===== src/rtl/debounce_pkg.sv =====
// debounce_pkg: shared helpers and types for the debounce_bank block.
//   cnt_width()  - counter width for a cycle count, clog2 with a floor of 1
//   ch_event_t   - per-channel event bundle {level, press, rel, long_press}
package debounce_pkg;

    function automatic int cnt_width(input int cycles);
        int w;
        w = $clog2(cycles);
        return (w < 1) ? 1 : w;
    endfunction

    // "release" is a SystemVerilog keyword, so the release strobe is named rel.
    typedef struct packed {
        logic level;
        logic press;
        logic rel;
        logic long_press;
    } ch_event_t;

endpackage


===== src/rtl/debounce_channel.sv =====
// debounce_channel: one debounced input.
// Two-flop synchroniser, debounce counter, press/release strobes and, when
// DEBOUNCE_LONG_PRESS_EN is defined, a saturating hold counter with a
// one-shot long-press strobe.
// Ports:
//   clk, reset  - clock, asynchronous active-high reset
//   din         - raw input, already polarity-corrected (1 = pressed)
//   ev          - registered {level, press, rel, long_press}
//   level_next  - next-state of ev.level (lets the parent register an
//                 aggregate that lines up with level)
module debounce_channel
    import debounce_pkg::*;
#(
    parameter int DEBOUNCE_CYCLES   = 50000,
    parameter int LONG_PRESS_CYCLES = 50000000
) (
    input  logic      clk,
    input  logic      reset,
    input  logic      din,
    output ch_event_t ev,
    output logic      level_next
);

    localparam int CNT_W = cnt_width(DEBOUNCE_CYCLES);
    localparam logic [CNT_W-1:0] CNT_LAST = CNT_W'(DEBOUNCE_CYCLES - 1);

    if (DEBOUNCE_CYCLES < 1) begin : g_dc_check
        $error("DEBOUNCE_CYCLES must be >= 1");
    end
    if (LONG_PRESS_CYCLES < 1) begin : g_lp_check
        $error("LONG_PRESS_CYCLES must be >= 1");
    end

    logic             sync1, sync2;
    logic             level, press, rel, lp;
    logic [CNT_W-1:0] cnt;
    logic             flip;

    // Accept the new level once it has disagreed with level for
    // DEBOUNCE_CYCLES consecutive cycles; any agreement restarts the count.
    assign flip       = (sync2 != level) && (cnt == CNT_LAST);
    assign level_next = flip ? sync2 : level;

    always_ff @(posedge clk or posedge reset) begin
        if (reset) begin
            sync1 <= 1'b0;
            sync2 <= 1'b0;
            cnt   <= '0;
            level <= 1'b0;
            press <= 1'b0;
            rel   <= 1'b0;
        end else begin
            sync1 <= din;
            sync2 <= sync1;
            if ((sync2 != level) && !flip) cnt <= cnt + 1'b1;
            else                           cnt <= '0;
            level <= level_next;
            press <= flip &  sync2;
            rel   <= flip & ~sync2;
        end
    end

`ifdef DEBOUNCE_LONG_PRESS_EN
    localparam int HOLD_W = $clog2(LONG_PRESS_CYCLES + 1);
    localparam logic [HOLD_W-1:0] HOLD_MAX = HOLD_W'(LONG_PRESS_CYCLES);

    logic [HOLD_W-1:0] hold;

    // Saturation makes the strobe one-shot per press; release rearms it.
    always_ff @(posedge clk or posedge reset) begin
        if (reset) begin
            hold <= '0;
            lp   <= 1'b0;
        end else begin
            lp <= level && (hold == HOLD_MAX - 1'b1);
            if (!level)                hold <= '0;
            else if (hold != HOLD_MAX) hold <= hold + 1'b1;
        end
    end
`else
    assign lp = 1'b0;
`endif

    assign ev = '{level: level, press: press, rel: rel, long_press: lp};

endmodule


===== src/rtl/debounce_bank.sv =====
// debounce_bank: N_CH independent button debouncers.
// Optional long-press detection is compiled in with DEBOUNCE_LONG_PRESS_EN;
// without it long_press is tied to 0 and no hold counters exist.
// Ports:
//   clk, reset     - clock, asynchronous active-high reset
//   button_in      - raw asynchronous inputs (inverted first if ACTIVE_LOW)
//   button_out     - debounced levels, 1 = pressed
//   press_pulse    - one-cycle strobe on accepted 0->1
//   release_pulse  - one-cycle strobe on accepted 1->0
//   any_pressed    - registered OR of button_out, aligned with button_out
//   long_press     - one-cycle strobe after LONG_PRESS_CYCLES of holding
module debounce_bank
    import debounce_pkg::*;
#(
    parameter int N_CH              = 4,
    parameter int DEBOUNCE_CYCLES   = 50000,
    parameter int ACTIVE_LOW        = 0,
    parameter int LONG_PRESS_CYCLES = 50000000
) (
    input  logic            clk,
    input  logic            reset,
    input  logic [N_CH-1:0] button_in,
    output logic [N_CH-1:0] button_out,
    output logic [N_CH-1:0] press_pulse,
    output logic [N_CH-1:0] release_pulse,
    output logic            any_pressed,
    output logic [N_CH-1:0] long_press
);

    if (N_CH < 1) begin : g_n_check
        $error("N_CH must be >= 1");
    end

    logic [N_CH-1:0] din;
    logic [N_CH-1:0] level_next;
    ch_event_t [N_CH-1:0] ev;

    assign din = (ACTIVE_LOW != 0) ? ~button_in : button_in;

    for (genvar i = 0; i < N_CH; i++) begin : g_ch
        debounce_channel #(
            .DEBOUNCE_CYCLES  (DEBOUNCE_CYCLES),
            .LONG_PRESS_CYCLES(LONG_PRESS_CYCLES)
        ) u_ch (
            .clk       (clk),
            .reset     (reset),
            .din       (din[i]),
            .ev        (ev[i]),
            .level_next(level_next[i])
        );

        assign button_out[i]    = ev[i].level;
        assign press_pulse[i]   = ev[i].press;
        assign release_pulse[i] = ev[i].rel;
        assign long_press[i]    = ev[i].long_press;
    end

    always_ff @(posedge clk or posedge reset) begin
        if (reset) any_pressed <= 1'b0;
        else       any_pressed <= |level_next;
    end

endmodule


===== config.mk =====
export PLATFORM = sky130hd
export DESIGN_NAME = debounce_bank
export DESIGN_NICKNAME = d
export VERILOG_FILES = /design/src/rtl/debounce_pkg.sv /design/src/rtl/debounce_channel.sv /design/src/rtl/debounce_bank.sv
export SDC_FILE = /design/constraint.sdc
export NUM_CORES = 1
export LEC_CHECK = 0
export BUFFER_PORTS_ARGS = -buffer_cell sky130_fd_sc_hd__buf_2
export CAP_MARGIN = 20
export CORE_MARGIN = 1.5
export CORE_UTILIZATION = 40
export CTS_BUF_LIST = sky130_fd_sc_hd__clkbuf_4 sky130_fd_sc_hd__clkbuf_8 sky130_fd_sc_hd__clkbuf_16
export DETAILED_ROUTE_END_ITERATION = 8
export SYNTH_ARGS = -nofsm -noshare
export SYNTH_HDL_FRONTEND = slang
export SYNTH_SLANG_ARGS = --single-unit

===== constraint.sdc =====
create_clock -name clk -period 2.4 [get_ports clk]
set_input_delay 0 -clock clk [delete_from_list [all_inputs] [get_ports clk]]
set_output_delay 0 -clock clk [all_outputs]
set_load 0.02 [all_outputs]

# == After elaboration in Yosys (flattened, before gate mapping) ==
# Index checks and enable logic that the tools add are counted.
# classes
add_sub_neg,4
n_eq_ne,8
mux,8
n_bitwise,12
reduce_logical,13
# op_table
op,count
adder 16 x 1 -> 16 bit (second input constant),4
== test 16 bit (second input constant),4
two-way mux 16 bit,4
bitwise AND 1 bit,8
logical AND 1 bit,8
zero test 1 bit,4
two-way mux 1 bit,4
!= test 1 bit,4
inverter 1 bit,4
OR reduction 4 bit,1
# word_totals
regBits,85
out_inout_bits,17

# == Longest topological paths before layout ==
# depth
word_depth,5
mapped_depth,7
depth_no_buf,6

# == Cells and area by module ==
# Synthesis repeated with hierarchy kept, for this count alone.
# hier_totals
hier_cells,385
area_unflattened_um2,4050.1
# modules_own_cells
module,n_inst,cells_each,area_per_inst_um2
debounce_channel (g_ch[0].u_ch ...),3,96,1002.2
debounce_channel (g_ch[1].u_ch),1,94,1007.2
debounce_bank,1,3,36.3

# == Worst setup path before layout ==
# No wires, ideal clock.
# synth_path
kind,flip-flop to flip-flop
start,register g_ch[0].u_ch.cnt[10]
end,register any_pressed
setup_time_ns,0.139
t_arrival_ns,2.052
setup_slack_ns,0.210
stages_incl_launch_ff,5
path_buffers,0
path_cell_list,dfrtp_1 -> or3_1 -> or4_4 -> mux2_4 -> or4_1
# synth_via
elab_chain_len,4
# synth_lines
element,line_no,text
"start, declared",debounce_channel.sv:36,logic [CNT_W-1:0] cnt;
"start signal, assigned",debounce_channel.sv:55,if ((sync2 != level) && !flip) cnt <= cnt + 1'b1;
== test 16 bit,debounce_channel.sv:41,assign flip = (sync2 != level) && (cnt == CNT_LAST);
logical AND 1 bit,debounce_channel.sv:41,
two-way mux 1 bit,debounce_channel.sv:42,assign level_next = flip ? sync2 : level;
named net g_ch[0].u_ch.level_next,debounce_channel.sv:21,output logic level_next
OR reduction 4 bit,debounce_bank.sv:60,else any_pressed <= |level_next;
"end signal, assigned",debounce_bank.sv:60,
"end, declared",debounce_bank.sv:26,"output logic any_pressed,"
# The timed path passes the listed nets, and every way through them passes these cells.

# == Worst setup path in the final report ==
# layout_path
start,register g_ch[0].u_ch.cnt[12]
end,register any_pressed
# The elaborated chain is that of the path after synthesis.

==> impl_metrics.env <==
export IMPL_status="finished clean"
export IMPL_arrival_ns=2.53
export IMPL_final_nets=391
export IMPL_swShare_pct=21.9
export IMPL_slowest_stage="or4_4"
export IMPL_final_cell_mix="85 x dfrtp_1, 72 x nor2_1, 39 x xor2_1, 27 x nand3_1, 24 x nand2_1"
export IMPL_crit_required_ns=2.62
export IMPL_yosys_cell_types_count=27
export IMPL_clkSinkCount=85
export IMPL_tns_ns=0
export IMPL_core_area_sq_mm=0.00920
export IMPL_fmax_mhz=433
export IMPL_gp_congestion=0.767
export IMPL_yosysSeqAreaShare_pct=56.1
export IMPL_gr_max_usage_layer="met2"
export IMPL_synth_seq_cells=85
export IMPL_drc=0
export IMPL_crit_family="simple AND/OR/NAND/NOR gates"
export IMPL_power_frac_comb_pct=3.5
export IMPL_htreeDepth=3
export IMPL_avgSynthCellArea_sq_um=10.5
export IMPL_fin_crit_sh_pct=96.2
export IMPL_drt_first_pass_iters=4
export IMPL_cap_violations=0
export IMPL_p_leak_uw=0.00193
export IMPL_grt_pass1_wl_um=11000
export IMPL_p_seq_share_pct=54.9
export IMPL_synth_warnings=0
export IMPL_io_buffers=18
export IMPL_drt_vias_per_instance=4.84
export IMPL_grt_pass1_vias=2279
export IMPL_period_needed_ns=2.31
export IMPL_register_area_sq_mm=0.00213
export IMPL_via_count=2406
export IMPL_crit_buf_inv=0
export IMPL_internal_power_uw=2100
export IMPL_clk_latency_ns=0.34
export IMPL_relSlewSlack_pct=50.8
export IMPL_rsz0062_at_grt="no"
export IMPL_totalWireLength_um=6310
export IMPL_yosys_most_used_dff="dfrtp_1"
export IMPL_clock_skew_ns=0.00770
export IMPL_hold_slack_ns=0.295
export IMPL_overflow=0
export IMPL_maxSlewViolCount=0
export IMPL_synthArstFlopShare_pct=100
export IMPL_pre_cts_ws_ns=0.0907
export IMPL_final_common_cell="dfrtp_1"
export IMPL_worstSetupPathType="reg -> reg"
export IMPL_setup_violations=0
export IMPL_antenna_left=0
export IMPL_drive_gt1_share_pct=11.7
export IMPL_start_kind="register"
export IMPL_crit_path_max_incr_delay_ns=0.56
export IMPL_cts_reportedPaths_clkPinSlew_ns=0.08
export IMPL_cp_max_fo=5
export IMPL_path_cells="nor4_1 -> nand3_1 -> or4_4 -> mux2_4 -> or4_1"
export IMPL_wl_per_cell_um=12.7
export IMPL_finalHoldViolCount=0
export IMPL_power_density_mw_per_mm2=638
export IMPL_start_util_pct=41.3
export IMPL_fillerInstances=863
export IMPL_multi_input_area_sq_mm=0.00152
export IMPL_dieHeight_um=100
export IMPL_power_share_clock_pct=41.6
export IMPL_tightest_slew_ns=0.737
export IMPL_worstHoldPathType="in -> reg"
export IMPL_syn_to_final_growth_pct=10.9
export IMPL_fp_dieArea_sq_mm=0.0101
export IMPL_die_w_um=100
export IMPL_grtUsageTotal_pct=14.1
export IMPL_reg2reg_setup_slack_ns=0.09
export IMPL_synth_edf_count=0
export IMPL_io_pins=23
export IMPL_grt_max_degree=44
export IMPL_grt_use_met2_pct=20.6
export IMPL_met1_usage_pct=20.1
export IMPL_synthCells=361
export IMPL_cts_buffers_inserted=9
export IMPL_endpoint_kind="register"
export IMPL_cts_root_buffer="clkbuf_8"
export IMPL_clockBufferDepth=2
export IMPL_synth_area_sq_mm=0.00379
export IMPL_antenna_found_initial=0
export IMPL_num_antenna_cells=0
export IMPL_met3_usage_pct=2.92
export IMPL_placementRows=35
export IMPL_tritoncts="built"
export IMPL_switchingPower_uw=589
export IMPL_dp_hpwl_um=4320
export IMPL_utilization_pct=45.8
export IMPL_ir_worst_vdd_mv=0.338
export IMPL_drtIter0Drc=50
export IMPL_layout_setup_ws_ns=0.0915
==> per-layer routing <==
layer	vias up	routed length, um	part of all wire (%)
li1	1221	-	-
met1	1158	3190	51
met2	17	2830	45
met3	10	147	2.3
met4	0	136	2.2
met5	-	0	0
==> synth_stat cells (all sizes together) (2+ instances only) <==
| cell | number | area, sq um |
|---|---|---|
| mux2 | 4 | 48.8 |
| and4 | 4 | 35.0 |
| xor2 | 39 | 342 |
| nand3 | 27 | 135 |
| ha | 4 | 50.1 |
| nand2 | 24 | 90.1 |
| nor2 | 72 | 270 |
| and2 | 2 | 12.5 |
| buf | 16 | 120 |
| nor3 | 10 | 50.1 |
| inv | 6 | 22.5 |
| or4 | 2 | 18.8 |
| and3 | 10 | 65.1 |
| nor3b | 9 | 67.6 |
| nor4b | 2 | 17.5 |
| dfrtp | 85 | 2130 |
| nand4 | 12 | 75.1 |
| nor4 | 4 | 25.0 |
| xnor2 | 21 | 184 |
| clkbuf | 4 | 15.0 |
==> stage by stage <==
stage | total power [uW] | instances | area (sq um)
2_1_floorplan | 1570 | 364 | 3800
3_3_place_gp | 1590 | 476 | 3940
3_5_place_dp | 1590 | 476 | 3940
4_1_cts | 2730 | 497 | 4210
5_1_grt | 2810 | 497 | 4210
6_report | 2690 | 497 | 4210
==> worst reg2reg max path: stages, from the launching register on <==
cell,delay [ns]
dfrtp_1,0.42
nor4_1,0.32
nand3_1,0.11
or4_4,0.56
mux2_4,0.32
or4_1,0.46
==> logic make-up after synthesis <==
family / after synthesis / synth area share [%]
buffers and inverters: 26 / 4.16
DFF: 85 / 56.1
xor gates and xnor gates: 60 / 13.9
muxes: 4 / 1.29
and+or+nand+nor: 181 / 23.2
adders and majority gates: 4 / 1.32
other: 1 / 0.0988
==> flip-flops by register name, summed over array words and instances (netlist names) <==
register,count
g_ch.u_ch.level,4
any_pressed,1
g_ch.u_ch.sync2,4
g_ch.u_ch.press,4
g_ch.u_ch.cnt,64
g_ch.u_ch.sync1,4
g_ch.u_ch.rel,4
==> area by class of cell <==
cell class	instances	share of cell area, %
sequential	85	50.5
multi-input combinational	253	36.1
timing repair buffer	26	4.16
tap	111	3.30
clock buffer	10	3.27
clock inverter	6	2.05
inverter	6	0.565
==> power groups by stage <==
| stage | clock (uW) | combinational (uW) | sequential, uW |
|---|---|---|---|
| 6_report | 1120 | 93.0 | 1470 |
| 5_1_grt | 1220 | 110 | 1480 |
| 4_1_cts | 1160 | 97.1 | 1470 |
| 3_5_place_dp | 0 | 90.6 | 1500 |
| 3_3_place_gp | 0 | 89.7 | 1500 |
| 2_1_floorplan | 0 | 70.4 | 1500 |
==> repair_timing <==
item,4_1_cts,5_1_grt
hold endpoints to repair,46,0
hold buffers,5,0
setup buffers,0,0
endpoints found under the setup margin,0,0
resized for setup,0,0
==> path summary, 6_finish.rpt <==
path / start / endpoint / cells after the start
min: button_in[1] / g_ch[1].u_ch.sync1 / 2
max: g_ch[0].u_ch.cnt[12] / any_pressed / 5
min in group asynchronous: reset / g_ch[3].u_ch.cnt[10] / 3
max in group asynchronous: reset / g_ch[1].u_ch.cnt[11] / 4
min reg2reg: g_ch[2].u_ch.sync1 / g_ch[2].u_ch.sync2 / 0
max reg2reg: g_ch[0].u_ch.cnt[12] / any_pressed / 5
No activity file was read; power rests on OpenSTA's default activity.
